File: src/rtl/lcd_status_display_if.sv
`default_nettype none
// ============================================================================
// Module      : lcd_status_display_if
// Description : Handshake bundle between the status-display text driver and
//               the character-LCD controller (iDATA/iRS/iStart/oDone).
//               master = text driver, slave = LCD controller.
//   oLCD_DATA  [7:0] byte to the controller (driven by master)
//   oLCD_RS          0 = command, 1 = character (driven by master)
//   oLCD_START       request to the controller (driven by master)
//   iLCD_DONE        controller completion pulse/level (driven by slave)
// Revision    : 1.0 - initial release
// ============================================================================
interface lcd_status_display_if;
  logic [7:0] oLCD_DATA;
  logic       oLCD_RS;
  logic       oLCD_START;
  logic       iLCD_DONE;

  modport master (
    output oLCD_DATA,
    output oLCD_RS,
    output oLCD_START,
    input  iLCD_DONE
  );

  modport slave (
    input  oLCD_DATA,
    input  oLCD_RS,
    input  oLCD_START,
    output iLCD_DONE
  );
endinterface : lcd_status_display_if
`default_nettype wire

File: src/rtl/lcd_status_display.sv
`default_nettype none
// ============================================================================
// Module      : lcd_status_display
// Description : Host-side text driver for the 16x2 elevator-panel LCD. Writes
//               an init + two-line frame after reset, then redraws both lines
//               (refresh frame) whenever the displayed inputs change.
//               Line 1: floor name, line 2: door state + direction glyph.
// Ports       :
//   iCLK            system clock
//   iRST_N          asynchronous active-low reset
//   iFLOOR  [FW-1:0] current floor index
//   iDOOR           1 = closed, 0 = open
//   iDIR    [1:0]   01 = up, 10 = down, 00/11 = stopped
//   lcd             controller handshake (lcd_status_display_if.master)
//   oBUSY           high while a frame is being written
// Config      : define LCD_DIR_EN to render the direction glyph in line 2
//               column 15 and to let iDIR trigger redraws. Undefined: column
//               15 is a space and iDIR is ignored.
// Notes       : DLY_CYCLES must be >= 1.
// Revision    : 1.0 - initial release
// ============================================================================
module lcd_status_display #(
  parameter int NUM_FLOORS = 5,
  parameter int FLOOR_W    = 3,
  parameter int DLY_CYCLES = 262142,
  parameter int DLY_W      = 18
) (
  input  wire                  iCLK,
  input  wire                  iRST_N,
  input  wire [FLOOR_W-1:0]    iFLOOR,
  input  wire                  iDOOR,
  input  wire [1:0]            iDIR,
  lcd_status_display_if.master lcd,
  output logic                 oBUSY
);

  localparam int         SNAP_W      = FLOOR_W + 3;
  localparam logic [5:0] IDX_REFRESH = 6'd4;   // first entry of a refresh frame (0x080)
  localparam logic [5:0] IDX_LINE2   = 6'd21;  // 0x0C0 entry
  localparam logic [5:0] IDX_LAST    = 6'd37;
  localparam logic [DLY_W-1:0] DLY_LAST = DLY_W'(DLY_CYCLES - 1);

  typedef enum logic [2:0] {
    S_IDLE  = 3'd0,
    S_LOAD  = 3'd1,
    S_WAIT  = 3'd2,
    S_DELAY = 3'd3,
    S_NEXT  = 3'd4
  } state_t;

  // --------------------------------------------------------------------------
  // Registered state and their next-state values
  // --------------------------------------------------------------------------
  state_t             state,       state_nxt;
  logic [5:0]         index,       index_nxt;
  logic [DLY_W-1:0]   dly_cnt,     dly_nxt;
  logic [7:0]         data_q,      data_nxt;
  logic               rs_q,        rs_nxt;
  logic               start_q,     start_nxt;
  logic               busy_q,      busy_nxt;
  logic [SNAP_W-1:0]  snap,        snap_nxt;
  logic               pending,     pending_nxt;
  // Marks that the next LOAD is the first entry of a frame, where the
  // snapshot is taken. Set by reset (init frame) and by IDLE->LOAD.
  logic               snap_due,    snap_due_nxt;

  // --------------------------------------------------------------------------
  // Live input vector compared against the snapshot
  // --------------------------------------------------------------------------
  logic [1:0]         dir_live;
  logic [SNAP_W-1:0]  live;
  logic               live_differs;

`ifdef LCD_DIR_EN
  assign dir_live = iDIR;
`else
  // Direction is masked out so it can neither be shown nor trigger a redraw.
  assign dir_live = iDIR & 2'b00;
`endif

  assign live         = {iFLOOR, iDOOR, dir_live};
  assign live_differs = (live != snap);

  // --------------------------------------------------------------------------
  // Text rendering from the snapshot
  // --------------------------------------------------------------------------
  logic [31:0]  floor_num;
  logic [7:0]   floor8;
  logic [7:0]   tens;
  logic [7:0]   ones;
  logic [127:0] line1;
  logic [127:0] line2;
  logic [7:0]   glyph;

  assign floor_num = 32'(snap[SNAP_W-1:3]);
  assign floor8    = floor_num[7:0];
  assign tens      = floor8 / 8'd10;
  assign ones      = floor8 % 8'd10;

  always_comb begin
    line1 = "Floor ??        ";
    if (floor_num == 32'd0) begin
      line1 = "Ground Floor    ";
    end else if (floor_num == 32'(NUM_FLOORS - 1)) begin
      line1 = "Roof            ";
    end else if (floor_num < 32'(NUM_FLOORS)) begin
      if (tens == 8'd0) begin
        line1 = {"Floor ", 8'h30 + ones, "         "};
      end else begin
        line1 = {"Floor ", 8'h30 + tens, 8'h30 + ones, "        "};
      end
    end
  end

`ifdef LCD_DIR_EN
  always_comb begin
    unique case (snap[1:0])
      2'b01:   glyph = "^";
      2'b10:   glyph = "v";
      default: glyph = " ";
    endcase
  end
`else
  assign glyph = " ";
`endif

  assign line2 = snap[2] ? {"Door Close     ", glyph} : {"Door Open      ", glyph};

  // --------------------------------------------------------------------------
  // Entry table: 0..3 init, 4 = line-1 address, 5..20 line 1,
  //              21 = line-2 address, 22..37 line 2
  // --------------------------------------------------------------------------
  logic [3:0] col1;
  logic [3:0] col2;
  logic [8:0] entry;  // {rs, data}

  assign col1 = 4'(index - 6'd5);
  assign col2 = 4'(index - 6'd22);

  always_comb begin
    entry = 9'h120;
    if (index < IDX_REFRESH) begin
      unique case (index[1:0])
        2'd0:    entry = 9'h038;  // 8-bit bus, 2 lines
        2'd1:    entry = 9'h00C;  // display on, cursor off
        2'd2:    entry = 9'h001;  // clear
        default: entry = 9'h006;  // entry mode: increment
      endcase
    end else if (index == IDX_REFRESH) begin
      entry = 9'h080;
    end else if (index < IDX_LINE2) begin
      entry = {1'b1, line1[{4'(4'd15 - col1), 3'b000} +: 8]};
    end else if (index == IDX_LINE2) begin
      entry = 9'h0C0;
    end else begin
      entry = {1'b1, line2[{4'(4'd15 - col2), 3'b000} +: 8]};
    end
  end

  // --------------------------------------------------------------------------
  // Next-state logic
  // --------------------------------------------------------------------------
  always_comb begin
    state_nxt    = state;
    index_nxt    = index;
    dly_nxt      = dly_cnt;
    data_nxt     = data_q;
    rs_nxt       = rs_q;
    start_nxt    = start_q;
    busy_nxt     = busy_q;
    snap_nxt     = snap;
    pending_nxt  = pending;
    snap_due_nxt = snap_due;

    // Any change seen while a frame is in flight earns one follow-up frame.
    if ((state != S_IDLE) && live_differs) begin
      pending_nxt = 1'b1;
    end

    unique case (state)
      S_IDLE: begin
        if (live_differs || pending) begin
          state_nxt    = S_LOAD;
          index_nxt    = IDX_REFRESH;
          snap_due_nxt = 1'b1;
        end
      end

      S_LOAD: begin
        {rs_nxt, data_nxt} = entry;
        start_nxt          = 1'b1;
        busy_nxt           = 1'b1;
        state_nxt          = S_WAIT;
        // Snapshot overrides any pending set in this same cycle: the frame
        // now starting already shows the latest inputs.
        if (snap_due) begin
          snap_nxt     = live;
          pending_nxt  = 1'b0;
          snap_due_nxt = 1'b0;
        end
      end

      S_WAIT: begin
        if (lcd.iLCD_DONE) begin
          start_nxt = 1'b0;
          dly_nxt   = '0;
          state_nxt = S_DELAY;
        end
      end

      S_DELAY: begin
        if (dly_cnt == DLY_LAST) begin
          state_nxt = S_NEXT;
        end else begin
          dly_nxt = dly_cnt + 1'b1;
        end
      end

      S_NEXT: begin
        if (index == IDX_LAST) begin
          state_nxt = S_IDLE;
          busy_nxt  = 1'b0;
        end else begin
          index_nxt = index + 6'd1;
          state_nxt = S_LOAD;
        end
      end

      default: begin
        state_nxt = S_IDLE;
      end
    endcase
  end

  // --------------------------------------------------------------------------
  // State register. Reset lands in LOAD at index 0 so the init frame's first
  // command is driven on the first edge after release.
  // --------------------------------------------------------------------------
  always_ff @(posedge iCLK or negedge iRST_N) begin
    if (!iRST_N) begin
      state    <= S_LOAD;
      index    <= '0;
      dly_cnt  <= '0;
      data_q   <= '0;
      rs_q     <= 1'b0;
      start_q  <= 1'b0;
      busy_q   <= 1'b0;
      snap     <= '0;
      pending  <= 1'b0;
      snap_due <= 1'b1;
    end else begin
      state    <= state_nxt;
      index    <= index_nxt;
      dly_cnt  <= dly_nxt;
      data_q   <= data_nxt;
      rs_q     <= rs_nxt;
      start_q  <= start_nxt;
      busy_q   <= busy_nxt;
      snap     <= snap_nxt;
      pending  <= pending_nxt;
      snap_due <= snap_due_nxt;
    end
  end

  assign lcd.oLCD_DATA  = data_q;
  assign lcd.oLCD_RS    = rs_q;
  assign lcd.oLCD_START = start_q;
  assign oBUSY          = busy_q;

endmodule : lcd_status_display
`default_nettype wire
File: src/flat_wrapper.sv
// flat-port wrapper written by rule: the top's interface ports become plain ports
module lcd_status_display_flat 
#(
  parameter int NUM_FLOORS = 5,
  parameter int FLOOR_W    = 3,
  parameter int DLY_CYCLES = 262142,
  parameter int DLY_W      = 18
)
  (iCLK, iRST_N, iFLOOR, iDOOR, iDIR, oBUSY, lcd_oLCD_DATA, lcd_oLCD_RS, lcd_oLCD_START, lcd_iLCD_DONE);
  lcd_status_display_if lcd_i ();
  input  wire iCLK;
  input  wire iRST_N;
  input  wire [FLOOR_W-1:0] iFLOOR;
  input  wire iDOOR;
  input  wire [1:0] iDIR;
  output logic oBUSY;
  output wire logic [$bits(lcd_i.oLCD_DATA)-1:0] lcd_oLCD_DATA;
  output wire logic [$bits(lcd_i.oLCD_RS)-1:0] lcd_oLCD_RS;
  output wire logic [$bits(lcd_i.oLCD_START)-1:0] lcd_oLCD_START;
  input wire logic [$bits(lcd_i.iLCD_DONE)-1:0] lcd_iLCD_DONE;
  assign lcd_oLCD_DATA = lcd_i.oLCD_DATA;
  assign lcd_oLCD_RS = lcd_i.oLCD_RS;
  assign lcd_oLCD_START = lcd_i.oLCD_START;
  assign lcd_i.iLCD_DONE = lcd_iLCD_DONE;
  lcd_status_display #(.NUM_FLOORS(NUM_FLOORS), .FLOOR_W(FLOOR_W), .DLY_CYCLES(DLY_CYCLES), .DLY_W(DLY_W)) u_core (.iCLK(iCLK), .iRST_N(iRST_N), .iFLOOR(iFLOOR), .iDOOR(iDOOR), .iDIR(iDIR), .lcd(lcd_i), .oBUSY(oBUSY));
endmodule
File: config.mk
export PLATFORM = sky130hd
export DESIGN_NAME = lcd_status_display_flat
export DESIGN_NICKNAME = d
export VERILOG_FILES = /design/src/rtl/lcd_status_display_if.sv /design/src/rtl/lcd_status_display.sv /design/src/flat_wrapper.sv
export SDC_FILE = /design/constraint.sdc
export NUM_CORES = 1
export LEC_CHECK = 0
export ABC_AREA = 1
export CAP_MARGIN = 30
export CORE_ASPECT_RATIO = 0.75
export CORE_MARGIN = 2
export CORE_UTILIZATION = 40
export DETAILED_ROUTE_END_ITERATION = 12
export PLACE_DENSITY = 0.68
export RECOVER_POWER = 100
export SETUP_SLACK_MARGIN = 0.2
export SLEW_MARGIN = 5
export SYNTH_ARGS = -nofsm -noshare
export SYNTH_HDL_FRONTEND = slang
export SYNTH_SLANG_ARGS = --single-unit
File: constraint.sdc
create_clock -name iCLK -period 2 [get_ports iCLK]
set_clock_uncertainty 0.1 [all_clocks]
set_input_delay 0.2 -clock iCLK [delete_from_list [all_inputs] [get_ports iCLK]]
set_output_delay 0.2 -clock iCLK [all_outputs]
set_load 0.02 [all_outputs]
=== After elaboration in Yosys (flattened, before gate mapping) ===
Index checks and enable logic that the tools add are counted.

* Add/sub/neg operators: 8
* Div/mod/pow operators: 2
* $lt $le $gt $ge: 3
* Equal/unequal tests: 18
* Shifts and indexed selects: 2
* Muxes and demuxes: 30
* Reductions and logical operators: 19

{| class="wikitable"
|+ Operator list
! kind !! count
|-
| 2-to-1 mux 128 bit || 3
|-
| indexed part select 128 x 8 -> 8 bit || 2
|-
| 2-to-1 mux 84 bit || 1
|-
| 2-to-1 mux 80 bit || 1
|-
| 2-to-1 mux 18 bit || 2
|-
| 2-to-1 mux 9 bit || 4
|-
| one-hot mux 18 bit (2 select lines) || 1
|-
| zero test 32 bit || 1
|-
| adder 18 x 1 -> 18 bit, second input constant || 1
|-
| == test 18 bit, second input constant || 1
|-
| one-hot mux 6 bit (3 select lines) || 1
|-
| adder 6 x 8 -> 8 bit, first input constant || 2
|-
| one-hot mux 3 bit (5 select lines) || 1
|-
| 2-to-1 mux 6 bit || 2
|-
| one-hot mux 6 bit (2 select lines) || 1
|-
| nonzero test 2 bit || 5
|-
| 2-to-1 mux 3 bit || 3
|-
| AND reduction 3 bit || 3
|-
| divider 3 x 4 -> 8 bit, second input constant || 1
|-
| zero test 8 bit || 1
|-
| modulo 3 x 4 -> 8 bit, second input constant || 1
|-
| AND reduction 2 bit || 4
|-
| subtractor 4 x 3 -> 4 bit, second input constant || 2
|-
| subtractor 4 bit, first input constant || 2
|-
| other kinds (22) || 36
|}

* Flip-flop bits (word level): 44
* Input port bits: 9
* Logic and storage cells: 92

=== Longest topological paths before layout ===
Gate-level depths: netlist (run 1).

* Depth in word-level cells: 10
* Depth in mapped cells: 13
* Depth with buffers taken out: 12

=== Least setup slack after synthesis (run 1) ===
Ideal clock, no wire load.

* Kind: register to register
* From: register u_core.index[0]
* To: register u_core.data_q[1], in the netlist u_core.lcd.oLCD_DATA[1]
* Setup time: 120 ps
* Data arrival time: 1793 ps
* Setup slack: -13 ps
* Cell stages (with the launch flop): 14
* Path buffers: 1
* Cells stage by stage: dfrtp_1 inv_2 ha_1 buf_2 nor2_1 nand3_1 nand2_1 nor2_1 nor2_1 nand2_1 nand2_1 nand2_1 nand2_1 a21oi_1

* Longest elaborated chain between the ends: 7
* Elaborated cells on any way between the ends: 18

{| class="wikitable"
|+ Ends and longest elaborated chain
! what !! RTL line !! source
|-
| start: declaration || lcd_status_display.sv:55 || <nowiki>logic [5:0] index, index_nxt;</nowiki>
|-
| start signal: assignment || lcd_status_display.sv:253 || <nowiki>index <= index_nxt;</nowiki>
|-
| subtractor 4 x 3 -> 4 bit || lcd_status_display.sv:138 || <nowiki>assign col2 = 4'(index - 6'd22);</nowiki>
|-
| subtractor 4 bit || lcd_status_display.sv:156 || <nowiki>entry = {1'b1, line2[{4'(4'd15 - col2), 3'b000} +: 8]};</nowiki>
|-
| indexed part select 128 x 8 -> 8 bit || lcd_status_display.sv:156 ||
|-
| 2-to-1 mux 9 bit || lcd_status_display.sv:153 || <nowiki>end else if (index == IDX_LINE2) begin</nowiki>
|-
| 2-to-1 mux 9 bit || lcd_status_display.sv:151 || <nowiki>end else if (index < IDX_LINE2) begin</nowiki>
|-
| 2-to-1 mux 9 bit || lcd_status_display.sv:149 || <nowiki>end else if (index == IDX_REFRESH) begin</nowiki>
|-
| 2-to-1 mux 9 bit (*) || lcd_status_display.sv:142 || <nowiki>if (index < IDX_REFRESH) begin</nowiki>
|-
| end signal: assignment || lcd_status_display.sv:255 || <nowiki>data_q <= data_nxt;</nowiki>
|-
| end: declaration || lcd_status_display.sv:57 || <nowiki>logic [7:0] data_q, data_nxt;</nowiki>
|}

Every way passes the cells marked *; elsewhere a longest branch is shown, timed or not.
A chain may end at the register's enable or synchronous reset.

=== Worst setup path in the final report (run 1) ===
* From: register u_core.dly_cnt[1]
* To: register u_core.dly_cnt[8]

* Longest elaborated chain between the ends: 3
* Elaborated cells on any way between the ends: 6

{| class="wikitable"
|+ Ends and longest elaborated chain
! what !! RTL line !! source
|-
| start: declaration || lcd_status_display.sv:56 || <nowiki>logic [DLY_W-1:0] dly_cnt, dly_nxt;</nowiki>
|-
| start signal: assignment || lcd_status_display.sv:254 || <nowiki>dly_cnt <= dly_nxt;</nowiki>
|-
| adder 18 x 1 -> 18 bit or == test 18 bit (tied branches) || lcd_status_display.sv:215, lcd_status_display.sv:212 ||
|-
| 2-to-1 mux 18 bit or != test 2 bit (tied branches) || n/a ||
|-
| one-hot mux 18 bit (2 select lines) or AND reduction 3 bit (tied branches) || n/a ||
|}

Parallel ways exist; a longest one is shown, timed or not. The select of a mux whose other input is x is not followed.

==> flow_summary_export.csv, run 1 <==
group,metric,value,unit
outcome,status,"complete, no violations",
sta,fmax,543,MHz
synth,synth_top_area_share,31.7,%
synth,synth_nets,500,
power_and_ir_drop,seqPwrFrac,54.6,%
critical_path,arrival,1920,ps
synth,synthTopCellsByArea,"dfrtp_1 (32%), nand2_1 (14%), nand3_1 (7.6%), ha_1 (5.7%), o21ai_1 (4.5%)",
global_route,gr-max-usage-layer,"met1",
die,fp-row-count,28,
die,die_area,9030,um2
clocking,clock-sinks,44,
cells_and_area,antenna_cells,0,
cells_and_area,fill_cells,745,
place,post_dp_cell_area,3720,um2
die,die_x,109,um
clocking,cts_made_buffers,5,
critical_path,end_kind,"register",
synth,yosysMostFrequentCell,"nand2_1",
global_route,antenna_found_initial,0,
clocking,htree_num_levels,2,
cells_and_area,drive_gt1_share,21.9,%
synth,yosysWarnings,0,
critical_path,startpoint_type,"register",
sta,fin_tns_setup,0,ps
power_and_ir_drop,p_sw,0.000348,W
synth,synth_seq_cells,44,
sta,worstMarginPinSlew,1070,ps
global_route,gr-usage-met3,2.83,%
synth,yosysSeqAreaShare,33.3,%
critical_path,critical_path.startpoint,"u_core.dly_cnt[1]",
place,dp.cells,605,
place,dp_hpwl,6.07,mm
power_and_ir_drop,irDropWorstVdd,0.293,mV
sta,hold_viol_final,0,
route,vias_per_cell,5.38,
cells_and_area,final_cells,629,
route,dr.pass1.iters,5,
route,drt_iter0_drc,278,
sta,rsz0062_at_grt,"yes",
power_and_ir_drop,comb_power_share,2.2,%
flow_run,cap_violations,0,
critical_path,worst_r2r_endpoint,"u_core.dly_cnt[8]",
synth,syn_inst,476,
synth,synth_edf_count,0,
route,finalWirelength,8.67,mm
synth,synth.cell_area,3310,um2
cells_and_area,post-route-cell-area,4140,um2
clocking,cts_root_buf,"clkbuf_8",
critical_path,critPathCapture,"u_core.dly_cnt[8]",
sta,slew_headroom,28.7,%
power_and_ir_drop,p_leak,1.96,nW
critical_path,cp.required,2080,ps
synth,synthArstFlopShare,100,%
clocking,cts.path.max_buffers,2,
route,wl_per_cell,13.8,um
global_route,grt_max_degree,45,
power_and_ir_drop,internal-power,0.00128,W
synth,synth_cell_types,38,
critical_path,reg2reg_from,"u_core.dly_cnt[1]",
power_and_ir_drop,powerDensity,393,nW/um2
global_route,grt_overflow,0,
sta,report.final.slew_viol_count,0,
sta,period_share,92.0,%
global_route,globalRouteMet1Util,31.0,%
critical_path,cp_max_fo,8,
critical_path,rrSetupSlack,160,ps
cells_and_area,nNetsFinal,547,
critical_path,crit_chain,"inv_2 -> ha_4 -> nand3_1 -> nor2_2 -> nand4_2 -> nand2_2 -> nand2_4 -> nand4_1 -> o21ai_0",
sta,worst_slack,160,ps
clocking,clk_pin_slew,90,ps
global_route,grt_first_pass_wirelength,14.1,mm
critical_path,critPathKind,"register to register",
global_route,met2_usage,26.7,%
route,antenna_left,0,
global_route,grt_pass1_vias,2971,
power_and_ir_drop,total_power,0.00163,W
synth,ys.flop_type,"dfrtp_1",
cells_and_area,area_growth,24.9,%
clocking,clock_latency,290,ps
critical_path,critical-path-slowest-cell,"dfrtp_1",
die,core,7950,um2
route,via_count,3387,
place,port_buffers,17,
synth,synth_area_per_cell,6.96,um2
power_and_ir_drop,swShare,21.4,%
place,pre_cts_ws,147,ps
place,gp_congestion,0.931,
hold_path,worstHoldPathType,"register to register",
die,die_y,82.8,um
route,drc,0,
die,initial_utilization,41.6,%
critical_path,cpPeakStageDelay,430,ps
global_route,track_usage,19.0,%
synth,synth_top_cell_by_area,"dfrtp_1",
sta,setup_violations,0,
die,boundaryPins,20,
sta,period_minus_slack,1840,ps
critical_path,reg2regPathDepth,9,
power_and_ir_drop,power.share.clock,43.1,%
synth,synthTopCellsByCount,"nand2_1 (123), nand3_1 (50), dfrtp_1 (42)",
clocking,tritoncts,"built",
-- routing by layer --
metal	share of wire [%]	vias up
met5	0	-
met4	0.51	0
met3	6.4	6
met2	42	131
met1	51	1566
li1	-	1684
-- cell families after synthesis --
kind of cell    after synthesis  share of synthesized area (%)
buf+inv                      68                           8.65
xor+xnor                     12                           3.40
fa+ha+maj                    15                           5.67
flops                        44                           33.3
compound gates               75                           12.2
simple gates                262                           36.7
-- power groups by stage --
stage | clock network, W | logic, W | registers, W
finish | 0.000702 | 0.0000361 | 0.000889
floorplan | 0 | 0.00000449 | 0.000907
global placement | 0 | 0.0000368 | 0.000906
CTS | 0.000722 | 0.0000390 | 0.000889
detailed placement | 0 | 0.0000375 | 0.000906
global route | 0.000772 | 0.0000427 | 0.000889
-- critical path: cells and delay by family (launching register included) --
family	cells	cell delay, ps
AO/OA/AOI/OAI	1	80
adder cells (fa/ha/maj)	1	120
buffers and inverters	1	90
flip-flops	1	430
AND/OR/NAND/NOR	6	910
-- worst min-delay path by stage --
stage                            start                 endpoint  slack [ps]  cells after the start
6_report       u_core.lcd.oLCD_DATA[7]  u_core.lcd.oLCD_DATA[7]         390                      2
4_1_cts        u_core.lcd.oLCD_DATA[7]  u_core.lcd.oLCD_DATA[7]         400                      2
2_1_floorplan                   iRST_N        u_core.dly_cnt[0]        -200                      0
3_5_place_dp                    iRST_N  u_core.lcd.oLCD_DATA[5]         220                      2
3_3_place_gp                    iRST_N  u_core.lcd.oLCD_DATA[1]         210                      2
5_1_grt        u_core.lcd.oLCD_DATA[7]  u_core.lcd.oLCD_DATA[7]         410                      2
-- area by class of cell --
type                            count  area, um2  area share, %
Multi-Input combinational cell    367       2160           52.1
Sequential cell                    44       1110           26.8
Timing Repair Buffer               48        395           9.56
Inverter                           56        223           5.39
Tap cell                          105        131           3.18
Clock buffer                        5       68.8           1.66
Clock inverter                      3       46.3           1.12
Timing Repair inverter              1       7.51          0.182
-- placed cells by master (no fill, tap or decap), types with 5 or more instances in the layout --
cell             Yosys  layout
nand4_1             22      22
nand2_1            123     115
inv_2               23      19
nor3_2               4       5
nor3_1              10       9
a21oi_1             16      15
ha_1                15      11
o21ai_0             18      23
inv_1               33      34
o21ai_1             30      22
clkdlybuf4s50_1      0       5
dlygate4sd3_1        0      12
nor2_1              36      32
buf_4                1      26
xor2_1               9       9
nand2_2              1       7
dfrtp_1             42      39
clkbuf_8             0       5
nand3_1             50      47
-- per-stage QoR --
stage,hold slack [ps],utilization [%]
6_report,390,52.0
5_1_grt,406,52.0
4_1_cts,397,49.5
3_5_place_dp,219,46.8
3_3_place_gp,210,46.8
2_1_floorplan,-196,-
-- sequential cells by signal, summed over array words and instances (netlist names) --
signal	cells
u_core.dly_cnt	18
u_core.lcd.oLCD_DATA	8
u_core.index	6
u_core.snap	4
u_core.state	3
u_core.lcd.oLCD_RS	1
u_core.lcd.oLCD_START	1
u_core.oBUSY	1
u_core.pending	1
u_core.snap_due	1
-- timing repair --
action                                  CTS  global route
resized for setup                         6            40
gates cloned                              1             3
endpoints found under the setup margin   23            30
setup buffers                             5             6
endpoints found under the hold margin    42             0
pin swaps                                 3            15
hold buffers                              1             0
Power figures use the tool's default switching activity.
==> run 2, diff against run 1 <==
--- a/config.mk
+++ b/config.mk
@@ -11,8 +11,9 @@
 export CORE_MARGIN = 2
 export CORE_UTILIZATION = 40
 export DETAILED_ROUTE_END_ITERATION = 12
-export PLACE_DENSITY = 0.68
+export PLACE_DENSITY = 0.65
 export RECOVER_POWER = 100
+export REMOVE_ABC_BUFFERS = 1
 export SETUP_SLACK_MARGIN = 0.2
 export SLEW_MARGIN = 5
 export SYNTH_ARGS = -nofsm -noshare
==> constraint.sdc (replaced) <==
create_clock -name iCLK -period 1.8 [get_ports iCLK]
set_clock_uncertainty 0.1 [all_clocks]
set_input_delay 0.18 -clock iCLK [delete_from_list [all_inputs] [get_ports iCLK]]
set_output_delay 0.18 -clock iCLK [all_outputs]
set_load 0.02 [all_outputs]
==> run 2 against run 1 <==
Effect of this change:
- the run now ends with setup timing left
- core utilization grew 5.2 points
- non-clock buffer count grew 31
- sequential power grew 11%
- first-iteration DRC count shrank 17%
- flip-flop and latch count is the same
- clock power shrank 6.4%
- worst hold slack lost 4.2 ps
- die area is the same
- power grew 3.7%
- critical endpoint is now u_core.index[2]
==> flow_summary_export.csv, run 2 (synthesis results as in run 1) <==
group,metric,value,unit
critical_path,cp.required,1880,ps
place,dp_hpwl,6.44,mm
cells_and_area,nNetsFinal,578,
clocking,cts.path.max_buffers,2,
cells_and_area,post-route-cell-area,4550,um2
die,fp-row-count,28,
flow_run,cap_violations,0,
clocking,htree_num_levels,2,
cells_and_area,regMostFlops,"u_core.dly_cnt",
die,boundaryPins,20,
hold_path,worstHoldPathType,"register to register",
route,drc,0,
place,dp.cells,623,
critical_path,cpPeakStageDelay,430,ps
clocking,tritoncts,"built",
critical_path,critical-path-slowest-cell,"dfrtp_1",
cells_and_area,multi_input_area,2330,um2
sta,report.final.slew_viol_count,0,
die,initial_utilization,41.6,%
critical_path,crit_chain,"inv_2 -> ha_2 -> nand2_1 -> nor3_2 -> clkinv_1 -> nand2_1 -> nand2_2 -> nand3_1 -> nand3_1",
cells_and_area,layout_commonest_cell,"nand2_1",
sta,period_minus_slack,1820,ps
place,port_buffers,17,
sta,worstMarginPinSlew,1120,ps
route,via_count,3514,
clocking,clock-sinks,44,
critical_path,critPathKind,"register to register",
place,gp_congestion,0.948,
critical_path,startpoint_type,"register",
cells_and_area,regArea,1110,um2
global_route,grt_first_pass_wirelength,15.8,mm
global_route,track_usage,21.7,%
route,drt_iter0_drc,231,
sta,slew_headroom,25.6,%
clocking,clk_pin_slew,90,ps
outcome,status,"complete, but fails checks",
cells_and_area,final_cells,660,
route,wl_per_cell,14.8,um
cells_and_area,fill_cells,731,
power_and_ir_drop,irDropWorstVdd,0.300,mV
clocking,clock_latency,300,ps
global_route,grt_pass1_vias,3283,
critical_path,cp_top_family,"simple AND/OR/NAND/NOR gates",
cells_and_area,area_growth,37.4,%
outcome,violations,"setup timing",
sta,hold_viol_final,0,
route,antenna_left,0,
critical_path,arrival,1890,ps
cells_and_area,antenna_cells,0,
cells_and_area,largest_reg_flops,18,
sta,rsz0062_at_grt,"yes",
sta,fmax,550,MHz
critical_path,worst-path-buf-inv,2,
power_and_ir_drop,p_leak,2.19,nW
critical_path,cp_max_fo,8,
sta,period_share,101,%
cells_and_area,final_cell_mix,"nand2_1 (105), buf_4 (47), dfrtp_1 (39), nand3_1 (38), inv_1 (31)",
sta,worst_slack,-17.3,ps
clocking,cts_made_buffers,5,
cells_and_area,drive_gt1_share,32.3,%
die,die_y,82.8,um
route,vias_per_cell,5.32,
die,core,7950,um2
die,die_area,9030,um2
power_and_ir_drop,powerDensity,371,nW/um2
sta,holdWs,386,ps
global_route,grt_max_degree,45,
die,die_x,109,um
global_route,grt_overflow,0,
clocking,cts_root_buf,"clkbuf_8",
route,dr.pass1.iters,7,
route,finalWirelength,9.74,mm
critical_path,end_kind,"register",
sta,setup_violations,5,
global_route,antenna_found_initial,0,
place,post_dp_cell_area,3810,um2
run 2: final cells by class:
class / count / share of cell area (%)
inverters: 56 / 4.78
repair buffers: 79 / 14.7
multi-input cells: 368 / 51.2
clock buffers: 7 / 1.90
well taps: 105 / 2.89
clock inverters: 1 / 0.165
flip-flops and latches: 44 / 24.3
run 2: worst reg2reg max path: stages (launching register included):
cell and delay (ps):
dfrtp_1 430, inv_2 130, ha_2 240, nand2_1 100
nor3_2 170, clkinv_1 110, nand2_1 100, nand2_2 130
nand3_1 110, nand3_1 80
run 2: per-layer routing:
| layer | routed length [um] | global-route usage [%] |
|---|---|---|
| met5 | 0 | 0 |
| met4 | 48 | 3.61 |
| met2 | 4220 | 30.8 |
| met3 | 630 | 3.38 |
| met1 | 4840 | 34.5 |
run 2: path summary, 6_finish.rpt:
check,start,end,slack (ps),depth (start not counted)
max in group asynchronous,iRST_N,u_core.index[2],240,3
worst max register to register,u_core.index[1],u_core.index[2],-20,9
worst min-delay path,u_core.lcd.oLCD_DATA[7],u_core.lcd.oLCD_DATA[7],390,2
min in group asynchronous,iRST_N,u_core.lcd.oLCD_DATA[7],610,3
worst min register to register,u_core.lcd.oLCD_DATA[7],u_core.lcd.oLCD_DATA[7],390,2
worst max-delay path,u_core.index[1],u_core.index[2],-20,9
run 2: metrics by stage:
stage          power [W]  util, %  setup slack [ps]  setup TNS [ps]
2_1_floorplan    0.00101        -              -360           -1860
3_3_place_gp     0.00105     47.9             -82.0            -287
3_5_place_dp     0.00105     47.9              -109            -499
4_1_cts          0.00171     54.4             -10.2           -10.2
5_1_grt          0.00175     57.2              -143           -1830
6_report         0.00169     57.2             -17.3           -47.0
run 2: what timing repair did:
item,in CTS,in global routing
hold buffers,1,0
hold endpoints to repair,42,0
buffers inserted,10,14
cloned,3,1
endpoints found under the setup margin,35,42
pin swaps,23,46
resized for setup,62,58
run 2: power by group:
group	internal (W)	switching [W]
combinational	0.0000149	0.0000262
clock	0.000312	0.000345
sequential	0.000988	0
total	0.00132	0.000371
